File: src/rtl/ahb_mtx_input_hold_if.sv
// Bus bundle for one master input stage of the AHB matrix: master-side address phase,
// output-port phase indications and routed-back slave response.
interface ahb_mtx_input_hold_if #(
    parameter int unsigned ADDR_WIDTH = 32
);
    logic                  HSELS;
    logic [ADDR_WIDTH-1:0] HADDRS;
    logic [1:0]            HTRANSS;
    logic                  HWRITES;
    logic [2:0]            HSIZES;
    logic [2:0]            HBURSTS;
    logic [3:0]            HPROTS;
    logic                  HMASTLOCKS;
    logic                  HREADYS;
    logic                  addr_in_phase;
    logic                  data_in_phase;
    logic                  HREADYM_mux;
    logic [1:0]            HRESPM_mux;

    logic                  sel_op;
    logic [ADDR_WIDTH-1:0] addr_op;
    logic [1:0]            trans_op;
    logic                  write_op;
    logic [2:0]            size_op;
    logic [2:0]            burst_op;
    logic [3:0]            prot_op;
    logic                  lock_op;
    logic                  held_tran_op;
    logic                  HREADYOUTS;
    logic [1:0]            HRESPS;

    // Input stage view
    modport slave (
        input  HSELS, HADDRS, HTRANSS, HWRITES, HSIZES, HBURSTS, HPROTS, HMASTLOCKS,
        input  HREADYS, addr_in_phase, data_in_phase, HREADYM_mux, HRESPM_mux,
        output sel_op, addr_op, trans_op, write_op, size_op, burst_op, prot_op, lock_op,
        output held_tran_op, HREADYOUTS, HRESPS
    );

    // Master plus output-port side view
    modport master (
        output HSELS, HADDRS, HTRANSS, HWRITES, HSIZES, HBURSTS, HPROTS, HMASTLOCKS,
        output HREADYS, addr_in_phase, data_in_phase, HREADYM_mux, HRESPM_mux,
        input  sel_op, addr_op, trans_op, write_op, size_op, burst_op, prot_op, lock_op,
        input  held_tran_op, HREADYOUTS, HRESPS
    );
endinterface

File: src/rtl/ahb_mtx_input_hold.sv
// AHB matrix input stage: holds an ungranted address phase and stalls the master until granted.
// Optional MTX_WAIT_CNT_EN adds wait_cnt_op, a saturating count of held cycles.
module ahb_mtx_input_hold #(
    parameter int unsigned ADDR_WIDTH = 32
) (
    input  logic HCLK,
    input  logic HRESETn,
`ifdef MTX_WAIT_CNT_EN
    output logic [7:0] wait_cnt_op,
`endif
    ahb_mtx_input_hold_if.slave bus
);

    localparam logic [1:0] TRANS_BUSY = 2'b01;
    localparam logic [1:0] RESP_OKAY  = 2'b00;
    localparam logic [1:0] RESP_ERROR = 2'b01;

    typedef struct packed {
        logic [ADDR_WIDTH-1:0] addr;
        logic [1:0]            trans;
        logic                  write;
        logic [2:0]            size;
        logic [2:0]            burst;
        logic [3:0]            prot;
        logic                  lock;
    } xfer_t;

    xfer_t live_x;
    xfer_t held_q;
    xfer_t out_x;
    logic  reg_hold;
    logic  new_tran;
    logic  load;
    logic  grant_clear;
    logic  err_drop;

    assign live_x = '{addr:  bus.HADDRS,  trans: bus.HTRANSS, write: bus.HWRITES,
                      size:  bus.HSIZES,  burst: bus.HBURSTS, prot:  bus.HPROTS,
                      lock:  bus.HMASTLOCKS};

    assign new_tran    = bus.HSELS & bus.HTRANSS[1] & bus.HREADYS;
    assign load        = new_tran & ~bus.addr_in_phase & ~reg_hold;
    assign grant_clear = reg_hold & bus.addr_in_phase & bus.HREADYM_mux;
    // First ERROR cycle cancels the pending transfer, as the master will not reissue it
    assign err_drop    = reg_hold & bus.data_in_phase & ~bus.HREADYM_mux
                       & (bus.HRESPM_mux == RESP_ERROR);

    // Hold flag and captured address phase
    always_ff @(posedge HCLK or negedge HRESETn) begin
        if (!HRESETn) begin
            reg_hold <= 1'b0;
            held_q   <= '0;
        end else if (load) begin
            reg_hold <= 1'b1;
            held_q   <= live_x;
        end else if (grant_clear || err_drop) begin
            reg_hold <= 1'b0;
        end
    end

    // Live/held select and master-side response
    always_comb begin
        out_x          = live_x;
        bus.sel_op     = bus.HSELS & bus.HREADYS & (bus.HTRANSS != TRANS_BUSY);
        bus.HREADYOUTS = 1'b1;
        bus.HRESPS     = RESP_OKAY;
        if (reg_hold) begin
            out_x      = held_q;
            bus.sel_op = 1'b1;
        end
        if (bus.data_in_phase) begin
            bus.HREADYOUTS = bus.HREADYM_mux;
            bus.HRESPS     = bus.HRESPM_mux;
        end else if (reg_hold) begin
            bus.HREADYOUTS = 1'b0;
        end
    end

    assign bus.held_tran_op = reg_hold;
    assign bus.addr_op      = out_x.addr;
    assign bus.trans_op     = out_x.trans;
    assign bus.write_op     = out_x.write;
    assign bus.size_op      = out_x.size;
    assign bus.burst_op     = out_x.burst;
    assign bus.prot_op      = out_x.prot;
    assign bus.lock_op      = out_x.lock;

`ifdef MTX_WAIT_CNT_EN
    // Saturating held-cycle count; restarts on each new load, keeps its value after release
    always_ff @(posedge HCLK or negedge HRESETn) begin
        if (!HRESETn) begin
            wait_cnt_op <= 8'd0;
        end else if (load) begin
            wait_cnt_op <= 8'd0;
        end else if (reg_hold && (wait_cnt_op != 8'hFF)) begin
            wait_cnt_op <= wait_cnt_op + 8'd1;
        end
    end
`endif

endmodule

File: src/flat_wrapper.sv
// flat-port wrapper written by rule: the top's interface ports become plain ports
module ahb_mtx_input_hold_flat 
#(
    parameter int unsigned ADDR_WIDTH = 32
)
  (HCLK, HRESETn, bus_HSELS, bus_HADDRS, bus_HTRANSS, bus_HWRITES, bus_HSIZES, bus_HBURSTS, bus_HPROTS, bus_HMASTLOCKS, bus_HREADYS, bus_addr_in_phase, bus_data_in_phase, bus_HREADYM_mux, bus_HRESPM_mux, bus_sel_op, bus_addr_op, bus_trans_op, bus_write_op, bus_size_op, bus_burst_op, bus_prot_op, bus_lock_op, bus_held_tran_op, bus_HREADYOUTS, bus_HRESPS);
  ahb_mtx_input_hold_if #(.ADDR_WIDTH(ADDR_WIDTH)) bus_i ();
  input  logic HCLK;
  input  logic HRESETn;
  input wire logic [$bits(bus_i.HSELS)-1:0] bus_HSELS;
  input wire logic [$bits(bus_i.HADDRS)-1:0] bus_HADDRS;
  input wire logic [$bits(bus_i.HTRANSS)-1:0] bus_HTRANSS;
  input wire logic [$bits(bus_i.HWRITES)-1:0] bus_HWRITES;
  input wire logic [$bits(bus_i.HSIZES)-1:0] bus_HSIZES;
  input wire logic [$bits(bus_i.HBURSTS)-1:0] bus_HBURSTS;
  input wire logic [$bits(bus_i.HPROTS)-1:0] bus_HPROTS;
  input wire logic [$bits(bus_i.HMASTLOCKS)-1:0] bus_HMASTLOCKS;
  input wire logic [$bits(bus_i.HREADYS)-1:0] bus_HREADYS;
  input wire logic [$bits(bus_i.addr_in_phase)-1:0] bus_addr_in_phase;
  input wire logic [$bits(bus_i.data_in_phase)-1:0] bus_data_in_phase;
  input wire logic [$bits(bus_i.HREADYM_mux)-1:0] bus_HREADYM_mux;
  input wire logic [$bits(bus_i.HRESPM_mux)-1:0] bus_HRESPM_mux;
  output wire logic [$bits(bus_i.sel_op)-1:0] bus_sel_op;
  output wire logic [$bits(bus_i.addr_op)-1:0] bus_addr_op;
  output wire logic [$bits(bus_i.trans_op)-1:0] bus_trans_op;
  output wire logic [$bits(bus_i.write_op)-1:0] bus_write_op;
  output wire logic [$bits(bus_i.size_op)-1:0] bus_size_op;
  output wire logic [$bits(bus_i.burst_op)-1:0] bus_burst_op;
  output wire logic [$bits(bus_i.prot_op)-1:0] bus_prot_op;
  output wire logic [$bits(bus_i.lock_op)-1:0] bus_lock_op;
  output wire logic [$bits(bus_i.held_tran_op)-1:0] bus_held_tran_op;
  output wire logic [$bits(bus_i.HREADYOUTS)-1:0] bus_HREADYOUTS;
  output wire logic [$bits(bus_i.HRESPS)-1:0] bus_HRESPS;
  assign bus_i.HSELS = bus_HSELS;
  assign bus_i.HADDRS = bus_HADDRS;
  assign bus_i.HTRANSS = bus_HTRANSS;
  assign bus_i.HWRITES = bus_HWRITES;
  assign bus_i.HSIZES = bus_HSIZES;
  assign bus_i.HBURSTS = bus_HBURSTS;
  assign bus_i.HPROTS = bus_HPROTS;
  assign bus_i.HMASTLOCKS = bus_HMASTLOCKS;
  assign bus_i.HREADYS = bus_HREADYS;
  assign bus_i.addr_in_phase = bus_addr_in_phase;
  assign bus_i.data_in_phase = bus_data_in_phase;
  assign bus_i.HREADYM_mux = bus_HREADYM_mux;
  assign bus_i.HRESPM_mux = bus_HRESPM_mux;
  assign bus_sel_op = bus_i.sel_op;
  assign bus_addr_op = bus_i.addr_op;
  assign bus_trans_op = bus_i.trans_op;
  assign bus_write_op = bus_i.write_op;
  assign bus_size_op = bus_i.size_op;
  assign bus_burst_op = bus_i.burst_op;
  assign bus_prot_op = bus_i.prot_op;
  assign bus_lock_op = bus_i.lock_op;
  assign bus_held_tran_op = bus_i.held_tran_op;
  assign bus_HREADYOUTS = bus_i.HREADYOUTS;
  assign bus_HRESPS = bus_i.HRESPS;
  ahb_mtx_input_hold #(.ADDR_WIDTH(ADDR_WIDTH)) u_core (.HCLK(HCLK), .HRESETn(HRESETn), .bus(bus_i));
endmodule
File: config.mk
export PLATFORM = sky130hd
export DESIGN_NAME = ahb_mtx_input_hold_flat
export DESIGN_NICKNAME = d
export VERILOG_FILES = /design/src/rtl/ahb_mtx_input_hold_if.sv /design/src/rtl/ahb_mtx_input_hold.sv /design/src/flat_wrapper.sv
export SDC_FILE = /design/constraint.sdc
export NUM_CORES = 1
export LEC_CHECK = 0
export CAP_MARGIN = 0
export CORE_ASPECT_RATIO = 1.25
export CORE_MARGIN = 1.5
export CORE_UTILIZATION = 62
export CTS_CLUSTER_SIZE = 30
export DETAILED_ROUTE_END_ITERATION = 8
export DONT_BUFFER_PORTS = 1
export HOLD_SLACK_MARGIN = 0.12
export PLACE_DENSITY = 0.82
export SETUP_SLACK_MARGIN = 0.2
export SLEW_MARGIN = 5
export SYNTH_ARGS = -nofsm -noshare
export SYNTH_HDL_FRONTEND = slang
export SYNTH_SLANG_ARGS = --single-unit
File: constraint.sdc
create_clock -name HCLK -period 1.7 [get_ports HCLK]
set_input_delay 0.34 -clock HCLK [delete_from_list [all_inputs] [get_ports HCLK]]
set_output_delay 0.34 -clock HCLK [all_outputs]
set_load 0.005 [all_outputs]
==> metrics <==
detailed-route via count 1383; last weighted congestion value of the routability-driven placer 0.731; required time of the critical path 1.36 ns; Total Die Area 4170 um^2; Flop pwr share 0.463; Least-Margin Pin Slew 0.234 ns; capturing instance or port of the critical path bus_addr_op[5]; Sw Share 0.250; wire length of the first global-routing pass about 6700 um; Reg2Reg Launch Point u_core.bus.held_tran_op; vias in the first global route 1389; standard-cell row count 24; MaxCap Viol Count 0; Max FO, Critical Path 26; total CTS buffers 5; detailed placement HPWL 2860 um; setup repair after global routing missed its margin yes; Syn Nets 217; DR vias/cell 6.46; Routed Antenna Nets 0; drt total wl about 5700 um; violated checks design-rule violations, negative setup slack; Critical Path Source Type register; area of all placed cells without fillers 2950 um^2; Setup-failing EPs final 4; post-synth top area share 0.501; startpoint of the tightest hold check path bus_HADDRS[4]; highest clock frequency the design can meet 0.583 GHz; Tcrit/Tclk final 1.01; relative slew slack 0.844; maximum number of pins on one net before global-route repair 48; aggregate global-route resource usage 0.216; Layout Cells excl Fill around 210; worst r2r dst u_core.held_q[30]; placed cells 194; switching power summed over all nets between 0.0008 and 0.0009 W; cell internal power dissipation 0.00255 W; Clk Latency, worst-skew pair 0.31 ns; maximum level of the CTS H-tree 2; portion of total power attributed to the clock network 0.287; Mapped Area about 2300 um^2; result of the run finished with violations; antenna diode count 0; drc violations 8; Worst Setup Slack, final -0.0145 ns; Worst Clk Skew 0.0155 ns; fraction of final layout cells sized beyond drive strength 1 0.674; top-level port count 106; yosys synthesis warning count 0; clock period minus worst slack approximately 1.7 ns; gr ovfl total 0; crit end category output pin; wire length per cell approximately 27 um; areal power density over the cells 1150 nW/um^2; TritonCTS clock tree built; Area growth, synth to finish 25.8%; Seq/Total Area, Yosys 0.501; per-instance average area after synthesis 14.5 um^2; Layout Nets 229; CTS Root Cell sky130_fd_sc_hd__clkbuf_8; Chip Width between 50 and 60 um; Setup CP Type reg -> out; critical path data arrival time 1.37 ns; Max Slew Vio Count 0; Peak VDD IR 0.632 mV; post-placement cell area roughly 2400 um^2; number of synthesized register bits 47; placeable core region 3540 um^2; floorplan die height 71.8 um; Distinct cells, synth 17; clock sinks 47; number of antenna violations at the first check in global routing 0; buffers added on ports 0; Reg clk slew, reported paths about 0.1 ns; largest area contributor in the netlist sky130_fd_sc_hd__dfrtp_1; fill cell count roughly 170; number of hold violations in the final report 0; initial core utilization 0.663; launching instance or port of the critical path u_core.bus.held_tran_op; Mapped Cells 162; total iterations of the first detailed-routing run 6; depth of the worst register-to-register path 5; internal reg-to-reg setup slack about 0.06 ns; DR iter-0 viols between 50 and 60; portion of total power attributed to combinational logic 0.251; maximum root-to-sink buffer count 2; cells taking the most area after synthesis sky130_fd_sc_hd__dfrtp_1 (50%), sky130_fd_sc_hd__mux2_2 (30%), sky130_fd_sc_hd__mux2_1 (13%), sky130_fd_sc_hd__buf_6 (1.4%), sky130_fd_sc_hd__buf_2 (1.3%); cell leakage power 1.29 nW; worst min-delay path class in -> reg
cells in the mapped netlist (all sizes together):
library cell / instances
a22oi: 1
o21ai: 1
mux2: 90
nand2: 4
nand2b: 1
and2: 2
dfrtp: 47
or2: 1
nor2b: 1
a21o: 1
o21bai: 1
nor2: 1
nor3: 1
buf: 10
power by group through the flow:
stage               registers, W  logic [W]  clock network (W)
floorplan                0.00150   0.000474                  0
global placement         0.00153   0.000518                  0
detailed placement       0.00155   0.000546                  0
CTS                      0.00153   0.000603           0.000977
global route             0.00160   0.000903            0.00103
finish                   0.00157   0.000853           0.000976
repair_timing:
action,4_1_cts,5_1_grt
hold endpoints to repair,47,0
endpoints found under the setup margin,92,93
cloned,1,6
buffers inserted,0,3
resized for setup,2,53
hold buffers,2,0
pin swaps,0,1
registers in the layout, summed over array words and instances, names as in the netlist:
register / cells
u_core.bus.held_tran_op: 1
u_core.held_q: 46
cells in the final DEF, fill, tap and decap left out:
master | synthesis | layout
sky130_fd_sc_hd__a21o_1 | 1 | 1
sky130_fd_sc_hd__clkinvlp_4 | 0 | 1
sky130_fd_sc_hd__nand2_1 | 4 | 3
sky130_fd_sc_hd__clkbuf_8 | 0 | 5
sky130_fd_sc_hd__mux2_4 | 0 | 46
sky130_fd_sc_hd__dlygate4sd3_1 | 0 | 1
sky130_fd_sc_hd__buf_4 | 1 | 2
sky130_fd_sc_hd__and2_1 | 2 | 2
sky130_fd_sc_hd__or2_2 | 1 | 1
sky130_fd_sc_hd__dfrtp_1 | 47 | 46
sky130_fd_sc_hd__nor3_4 | 0 | 1
sky130_fd_sc_hd__clkbuf_16 | 0 | 4
sky130_fd_sc_hd__bufinv_16 | 0 | 2
sky130_fd_sc_hd__buf_8 | 0 | 2
sky130_fd_sc_hd__o21bai_1 | 1 | 1
sky130_fd_sc_hd__buf_12 | 0 | 3
sky130_fd_sc_hd__buf_16 | 0 | 3
sky130_fd_sc_hd__nand2_2 | 0 | 1
sky130_fd_sc_hd__nand2b_4 | 0 | 1
sky130_fd_sc_hd__dfrtp_2 | 0 | 1
sky130_fd_sc_hd__mux2_2 | 62 | 44
sky130_fd_sc_hd__o21ai_2 | 0 | 1
sky130_fd_sc_hd__nor2b_1 | 1 | 1
sky130_fd_sc_hd__nor2_1 | 1 | 1
sky130_fd_sc_hd__a22oi_1 | 1 | 1
cell type report:
type | count | area (um^2) | area share
sequential | 47 | 1180 | 0.399
multi-input combinational | 105 | 1290 | 0.438
clock inverter | 3 | 67.6 | 0.0229
timing repair buffer | 15 | 298 | 0.101
clock buffer | 5 | 68.8 | 0.0233
tap | 39 | 48.8 | 0.0165
worst min path at each step:
stage	slack, ns	cells after the start	to
floorplan	0.04	0	u_core.bus.held_tran_op
finish	0.17	1	u_core.held_q[18]
CTS	0.16	1	u_core.held_q[22]
global route	0.15	1	u_core.held_q[22]
global placement	0.05	0	u_core.held_q[21]
detailed placement	0.05	0	u_core.held_q[18]
metrics by stage:
stage	total power [W]	hold WS, ns	util	setup TNS [ns]	setup WS [ns]
6_report	0.00340	0.168	0.834	-0.0342	-0.0145
5_1_grt	0.00353	0.155	0.834	-0.891	-0.0513
4_1_cts	0.00311	0.161	0.732	0	0.00792
3_5_place_dp	0.00209	0.0453	0.675	0	0.0650
3_3_place_gp	0.00205	0.0453	0.675	0	0.148
2_1_floorplan	0.00197	0.0444	-	0	0.190
per-layer routing:
layer | GRT usage | vias up | routed length [um] | part of all wire
met3 | 0.0614 | 10 | 461 | 0.081
met2 | 0.367 | 80 | 2850 | 0.50
met4 | 0.0698 | 0 | 112 | 0.020
li1 | - | 608 | - | -
met5 | 0 | - | 0 | 0
met1 | 0.262 | 685 | 2310 | 0.40
kinds of logic after synthesis:
group                  count (synthesis)  share of synthesized area
AOI/OAI and AO/OA                      4                     0.0117
buffers and inverters                 10                     0.0304
DFF                                   47                      0.501
muxes                                 90                      0.432
and+or+nand+nor                       11                     0.0256
worst max-delay path: stages, from the launching register on:
cell,delay [ns]
sky130_fd_sc_hd__dfrtp_2,0.46
sky130_fd_sc_hd__buf_12,0.22
sky130_fd_sc_hd__mux2_2,0.39
(Power assumes the default switching activity.)
